**src/rtl/uns_acc_pkg.sv**
```systemverilog
// Shared encodings for the unsigned integrate-and-dump accumulator.
package uns_acc_pkg;

    localparam logic [1:0] SEL_D2   = 2'b00;
    localparam logic [1:0] SEL_SUM  = 2'b01;
    localparam logic [1:0] SEL_D1   = 2'b10;
    localparam logic [1:0] SEL_ZERO = 2'b11;

    localparam logic MODE_WRAP = 1'b0;
    localparam logic MODE_SAT  = 1'b1;

endpackage

```
**src/rtl/uns_acc_sel.sv**
```systemverilog
// Input selector: picks the operand added each sample, one bit wider than the
// inputs so the data1+data2 case never truncates.
module uns_acc_sel
    import uns_acc_pkg::*;
#(
    parameter int IN_W = 3
) (
    input  logic [1:0]      i_sel,
    input  logic [IN_W-1:0] i_data1,
    input  logic [IN_W-1:0] i_data2,
    output logic [IN_W:0]   o_op
);

    always_comb begin
        o_op = '0;
        case (i_sel)
            SEL_D2:  o_op = {1'b0, i_data2};
            SEL_SUM: o_op = {1'b0, i_data1} + {1'b0, i_data2};
            SEL_D1:  o_op = {1'b0, i_data1};
            default: o_op = '0;
        endcase
    end

endmodule

```
**src/rtl/uns_acc_dump.sv**
```systemverilog
// Unsigned integrate-and-dump accumulator with programmable window length,
// wrap/saturate mode and a sticky per-window carry flag.
module uns_acc_dump
    import uns_acc_pkg::*;
#(
    parameter int IN_W  = 3,
    parameter int ACC_W = 6,
    parameter int LEN_W = 4
) (
    input  logic             clk,
    input  logic             i_rst_n,
    input  logic             i_valid,
    input  logic [IN_W-1:0]  i_data1,
    input  logic [IN_W-1:0]  i_data2,
    input  logic [1:0]       i_sel,
    input  logic             i_sat,
    input  logic [LEN_W-1:0] i_len,
    input  logic             i_clear,
    output logic [ACC_W-1:0] o_data,
    output logic             o_dump_valid,
    output logic [ACC_W-1:0] o_dump_data,
    output logic             o_dump_carry
);

    if (ACC_W < IN_W + 1) begin : g_bad_width
        $error("uns_acc_dump: ACC_W must be >= IN_W+1");
    end

    logic [IN_W:0]    w_op;
    logic [ACC_W:0]   w_sum;
    logic             w_ovf;
    logic [ACC_W-1:0] w_acc_next;
    logic             w_flag_next;
    logic             w_accept;
    logic [LEN_W-1:0] w_len_eff;
    logic [LEN_W-1:0] w_len_m1;
    logic             w_last;

    logic [ACC_W-1:0] r_acc;
    logic [LEN_W-1:0] r_count;
    logic [LEN_W-1:0] r_len;
    logic             r_flag;
    logic             r_dump_valid;
    logic [ACC_W-1:0] r_dump_data;
    logic             r_dump_carry;

    uns_acc_sel #(.IN_W(IN_W)) u_sel (
        .i_sel   (i_sel),
        .i_data1 (i_data1),
        .i_data2 (i_data2),
        .o_op    (w_op)
    );

    assign w_sum       = {1'b0, r_acc} + {{(ACC_W - IN_W){1'b0}}, w_op};
    assign w_ovf       = w_sum[ACC_W];
    assign w_acc_next  = (w_ovf && (i_sat == MODE_SAT)) ? '1 : w_sum[ACC_W-1:0];
    assign w_flag_next = r_flag | w_ovf;
    assign w_accept    = i_valid & ~i_clear;

    // The first sample of a window uses the live i_len; later ones the latched copy.
    // Length 0 wraps to all ones here, giving a 2^LEN_W-sample window.
    assign w_len_eff = (r_count == '0) ? i_len : r_len;
    assign w_len_m1  = w_len_eff - LEN_W'(1);
    assign w_last    = (r_count == w_len_m1);

    always_ff @(posedge clk or negedge i_rst_n) begin
        if (!i_rst_n) begin
            r_acc        <= '0;
            r_count      <= '0;
            r_len        <= '0;
            r_flag       <= 1'b0;
            r_dump_valid <= 1'b0;
            r_dump_data  <= '0;
            r_dump_carry <= 1'b0;
        end else if (i_clear) begin
            r_acc        <= '0;
            r_count      <= '0;
            r_flag       <= 1'b0;
            r_dump_valid <= 1'b0;
        end else if (w_accept) begin
            if (r_count == '0) begin
                r_len <= i_len;
            end
            if (w_last) begin
                r_dump_data  <= w_acc_next;
                r_dump_carry <= w_flag_next;
                r_dump_valid <= 1'b1;
                r_acc        <= '0;
                r_count      <= '0;
                r_flag       <= 1'b0;
            end else begin
                r_acc        <= w_acc_next;
                r_count      <= r_count + LEN_W'(1);
                r_flag       <= w_flag_next;
                r_dump_valid <= 1'b0;
            end
        end else begin
            r_dump_valid <= 1'b0;
        end
    end

    assign o_data       = r_acc;
    assign o_dump_valid = r_dump_valid;
    assign o_dump_data  = r_dump_data;
    assign o_dump_carry = r_dump_carry;

endmodule

```
**config.mk**
```make
export PLATFORM = sky130hd
export DESIGN_NAME = uns_acc_dump
export DESIGN_NICKNAME = d
export VERILOG_FILES = /design/src/rtl/uns_acc_pkg.sv /design/src/rtl/uns_acc_sel.sv /design/src/rtl/uns_acc_dump.sv
export SDC_FILE = /design/constraint.sdc
export NUM_CORES = 1
export LEC_CHECK = 0
export ABC_AREA = 1
export BUFFER_PORTS_ARGS = -buffer_cell sky130_fd_sc_hd__buf_2
export CAP_MARGIN = 20
export CORE_MARGIN = 2
export CORE_UTILIZATION = 40
export DETAILED_ROUTE_END_ITERATION = 12
export PLACE_DENSITY = 0.61
export RECOVER_POWER = 25
export SYNTH_ARGS = -nofsm -noshare
export SYNTH_HDL_FRONTEND = slang
export SYNTH_SLANG_ARGS = --single-unit
```
**constraint.sdc**
```tcl
create_clock -name clk -period 2.53 [get_ports clk]
set_input_delay 0.6325 -clock clk [delete_from_list [all_inputs] [get_ports clk]]
set_output_delay 0.6325 -clock clk [all_outputs]
set_load 0.01 [all_outputs]
```
Word-level counts from Yosys, hierarchy flattened
Index checks and enable logic that the tools add are counted.
{"block": "op_classes", "n_addsub": 4, "eq_ne": 3, "muxes": 15, "n_bitwise": 3, "n_reduce_logical": 6}
{"op": "2-to-1 mux 6 bit", "n": 4}
{"op": "2-to-1 mux 4 bit", "n": 4}
{"op": "case mux 4 bit (3 select lines)", "n": 1}
{"op": "adder 6 x 4 -> 7 bit", "n": 1}
{"op": "2-to-1 mux 1 bit", "n": 6}
{"op": "adder 3 x 3 -> 4 bit", "n": 1}
{"op": "adder 4 x 1 -> 4 bit, second input constant", "n": 1}
{"op": "== test 4 bit", "n": 1}
{"op": "logical NOT 4 bit", "n": 1}
{"op": "subtractor 4 x 1 -> 4 bit, second input constant", "n": 1}
{"op": "AND reduction 3 bit", "n": 1}
{"op": "== test 2 x 1 -> 1 bit, second input constant", "n": 1}
{"op": "== test 2 bit, second input constant", "n": 1}
{"op": "logical NOT 2 bit", "n": 1}
{"op": "AND reduction 2 bit", "n": 1}
{"op": "nonzero test 2 bit", "n": 1}
{"op": "bitwise AND 1 bit", "n": 1}
{"op": "logical AND 1 bit", "n": 1}
{"op": "NOT 1 bit", "n": 1}
{"op": "bitwise OR 1 bit", "n": 1}
{"block": "totals", "register_bits": 23, "word_cells": 38}

Longest topological paths before layout
{"block": "logic_depth", "depth_word": 8, "mapped_depth": 15, "ltp_nobuf": 14}

By module
From an unflattened synthesis, not the netlist that was laid out.
{"block": "unflattened", "cells_unflattened": 223, "area_unflattened_um2": 1695.4}
{"module": "uns_acc_dump", "instances": 1, "cells_each": 193, "area_each_um2": 1522.7, "seq_area_each_um2": 575.6}
{"module": "uns_acc_sel", "instances": 1, "cells_each": 30, "area_each_um2": 172.7, "seq_area_each_um2": 0.0}

Worst setup path before layout
OpenSTA, ideal clock, no wires.
{"block": "synth_timing", "path_type": "input to register", "from": "input i_data1[0]", "to": "register r_dump_data[5], in the netlist o_dump_data[5]", "t_arrival_ns": 2.517, "setup_slack_ns": -0.053, "stages": 13, "path_buffers": 0, "cell_sequence": "ha_1 fa_1 nand2_1 nand3_1 inv_1 fa_1 inv_1 nand4_1 nand2_1 nand2_1 nand3_1 nand4_1 nand2_1"}
{"block": "synth_between", "elab_chain_cells": 5}
{"item": "start: declaration", "line_no": "uns_acc_dump.sv:13", "text": "input logic [IN_W-1:0] i_data1,"}
{"item": "adder 3 x 3 -> 4 bit", "line_no": "uns_acc_sel.sv:18", "text": "SEL_SUM: o_op = {1'b0, i_data1} + {1'b0, i_data2};"}
{"item": "case mux 4 bit (3 select lines) *", "line_no": "uns_acc_sel.sv:16", "text": "case (i_sel)"}
{"item": "adder 6 x 4 -> 7 bit *", "line_no": "uns_acc_dump.sv:54", "text": "assign w_sum = {1'b0, r_acc} + {{(ACC_W - IN_W){1'b0}}, w_op};"}
{"item": "logical AND 1 bit", "line_no": "uns_acc_dump.sv:56", "text": "assign w_acc_next = (w_ovf && (i_sat == MODE_SAT)) ? '1 : w_sum[ACC_W-1:0];"}
{"item": "2-to-1 mux 6 bit *", "line_no": "uns_acc_dump.sv:56"}
{"item": "end signal: assignment", "line_no": "uns_acc_dump.sv:85", "text": "r_dump_data <= w_acc_next;"}
{"item": "end: declaration", "line_no": "uns_acc_dump.sv:44", "text": "logic [ACC_W-1:0] r_dump_data;"}
Every way passes the cells marked *; elsewhere a longest branch is shown, timed or not.
A chain may end at the register's enable or synchronous reset.

Final worst setup path
{"block": "layout_timing", "from": "input i_data1[0]", "to": "register r_dump_carry, in the netlist o_dump_carry"}
{"block": "layout_between", "elab_chain_cells": 4}
{"item": "adder 3 x 3 -> 4 bit", "line_no": "uns_acc_sel.sv:18"}
{"item": "case mux 4 bit (3 select lines) *", "line_no": "uns_acc_sel.sv:16"}
{"item": "adder 6 x 4 -> 7 bit *", "line_no": "uns_acc_dump.sv:54"}
{"item": "bitwise OR 1 bit *", "line_no": "uns_acc_dump.sv:57", "text": "assign w_flag_next = r_flag | w_ovf;"}
{"item": "end signal: assignment", "line_no": "uns_acc_dump.sv:86", "text": "r_dump_carry <= w_flag_next;"}
{"item": "end: declaration", "line_no": "uns_acc_dump.sv:45", "text": "logic r_dump_carry;"}
Marks and branches as above.

==> flow_summary.ini <==
[worst_setup_path]
cp.arrival_ns = 2.64
reg2regPathDepth = 14
crit_type = input port to flip-flop
worstPathRequired_ns = 2.70
critPathMaxFanout = 3
timing.rr.end = o_data[3]$_DFFE_PN0P_
rr_startpoint = r_count[0]$_DFFE_PN0P_
critPathCaptureType = flip-flop
worstSetupStartpointType = input port
rrSetupSlack_ns = 0.20

[logic_synthesis]
synth_top_area_share = 0.3382
yosys.area.top_type = dfrtp_1
yosys-top-cells-count = 73 x nand2_1, 28 x inv_1, 23 x dfrtp_1, 23 x nand3_1, 11 x nand3_2
synth.cell_area_um2 = 1702
yosysUniqueCellTypes = 25
synth_seq_cells = 23
ys_warn_count = 0
netlist_top_cells_area = dfrtp_1 34%, nand2_1 16%, ha_1 7.4%
yosysMostFrequentCell = nand2_1
yosysSeqAreaShare = 0.3382
ys_async_sr_fraction = 1.000
synthFlopType = dfrtp_1
syn_area_per_cell_um2 = 7.770
synth_edf_count = 0
synth_fp_nets = 248
synth_cells = 219

[timing]
drv_slew = 0
fin_skew_ns = 0.002187
slew_headroom = 0.1147
finalCritPeriodShare = 0.9761
fin_ws_ns = 0.06048
max_freq_mhz = 404.9
finalSetupViolations = 0
hold_viol_final = 0
finalSetupTns_ns = 0
worst_pin_slew_ns = 1.328
layout_min_cycle_time_ns = 2.470
fin_hold_ws_ns = 0.4691

[global_route]
grt_max_degree = 24
grt_overflow = 0
grt_use_total = 0.1587
grt_pass1_vias = 1382
grt_antenna_before_repair = 0
grt_pass1_wl_um = 6279

[route]
final_antenna_net_count = 0
viasPerCell = 4.812
drt_iter0_drc = 62
vias = 1511
drc = 0
routedWlPerCell_um = 11.38
routed_wl_um = 3572
firstDrtPassIters = 4

[cts]
clkTransAtPathRegs_ns = 0.09
clock_path_buffers = 2
cts_tree = yes
htreeDepth = 1
cts_buffers = 3
clk-insertion-delay-late_ns = 0.27
cts_hold_buf = 0
cts_sinks = 23
cts_root_buf = clkbuf_8

[status]
status = complete, no violations

[cells_and_area]
n_fill_cell = 384
area_growth_syn_to_layout_pct = 27.13
multi_input_area_um2 = 1112
antenna_cells = 0
seq_area_um2 = 575.6
layout.nets = 294
utilization = 0.5331
drive_gt1_frac = 0.3598
final_area_um2 = 2163
layout.cells.non_filler = 314

[placement]
dp_hpwl_um = 2833
pre_cts_ws_ns = -0.3144
place_inst = 309
placed_cell_area_um2 = 2007
io_buffers = 30
gp_congestion = 0.8338

[die]
dieWidth_um = 69.23
row_count = 23
start_util = 0.4194
io_pins = 31
die_y_um = 69.23
die-area_um2 = 4792
coreArea_um2 = 4058

[flow_run]
max-cap-violations = 0

[hold_path]
hold_class = flip-flop to flip-flop
hold_path_end = o_dump_data[1]$_DFFE_PN0P_
worst_hold_startpoint = o_dump_data[1]$_DFFE_PN0P_
min_delay_path_depth = 2

[power_and_ir_drop]
leakagePower_nw = 1.223
ir_worst_vdd_mv = 0.2221
finalPower_mw = 1.234
power_density_nw_per_um2 = 570.3
-- where the power goes --
part / switching [mW] / internal, mW / leakage [nW]
clock: 0.127 / 0.110 / 0.0255
sequential: 0.0348 / 0.419 / 0.309
combinational: 0.327 / 0.215 / 0.888
total: 0.489 / 0.745 / 1.22
-- registers in the layout, summed over array words and instances (netlist names) --
register / flops
r_len: 4
r_flag: 1
r_count: 4
o_dump_data: 6
o_dump_carry: 1
o_dump_valid: 1
o_data: 6
-- repair_timing --
action	CTS	global route
setup buffers	0	1
resized for setup	1	24
cloned	0	0
setup endpoints to repair	2	18
pin swaps	2	15
-- final cells by class --
type                       instances  area share
clock buffer                       3     0.01909
multi-input combinational        164      0.5142
inverter                          28     0.04858
timing repair buffer              45      0.1209
clock inverter                     1    0.002313
tap                               50     0.02892
sequential                        23      0.2661
-- routing by layer --
layer / GRT usage / vias to the layer above / part of all wire
met5: 0 / - / 0
met4: 0.04575 / 0 / 0.0081
met3: 0.03052 / 4 / 0.036
met2: 0.2457 / 30 / 0.45
met1: 0.2253 / 686 / 0.51
li1: - / 791 / -
-- cell usage in the layout, fill, tap and decap left out, types with 2 or more instances in the layout --
cell      count
a21oi_1       2
buf_2        29
buf_4        15
clkbuf_8      3
dfrtp_1      23
fa_2          2
ha_1          7
ha_4          2
inv_1        25
inv_2         3
nand2_1      65
nand2_2       9
nand2_4       8
nand3_1      21
nand3_2      12
nand3_4       2
nand3b_1      2
nand4_1       9
nor2_1        3
nor2_2        2
o21ai_0       4
xnor2_1       2
xor2_1        4
xor2_2        2
-- critical path: stages --
cell and delay (ns):
buf_2 0.12, ha_4 0.17, fa_2 0.35, xnor2_1 0.13, o211ai_1 0.17, ha_1 0.29
buf_4 0.15, nand4_1 0.10, nand2_2 0.08, or2_2 0.29, nand4_1 0.10, nand2_1 0.05
-- cells by family after synthesis --
group | after synthesis | synth area share
and+or+nand+nor | 136 | 0.4221
AOI/OAI and AO/OA | 8 | 0.02500
DFF | 23 | 0.3382
xor gates and xnor gates | 8 | 0.04118
adders and majority gates | 12 | 0.09706
buffers and inverters | 32 | 0.07647
-- worst max-delay path by stage --
stage                from                    endpoint  slack (ns)  depth (start not counted)
3_5_place_dp   i_data1[0]  o_dump_data[3]$_DFFE_PN0P_       -0.31                         13
4_1_cts        i_data1[0]  o_dump_data[3]$_DFFE_PN0P_       0.003                         13
3_3_place_gp   i_data1[0]  o_dump_data[3]$_DFFE_PN0P_       -0.28                         13
6_report       i_data1[0]    o_dump_carry$_DFFE_PN0P_        0.06                         12
2_1_floorplan  i_data1[0]  o_dump_data[3]$_DFFE_PN0P_       0.008                         12
5_1_grt        i_data1[0]  o_dump_data[3]$_DFFE_PN0P_      -0.001                         14
No activity file was read; power rests on OpenSTA's default activity.
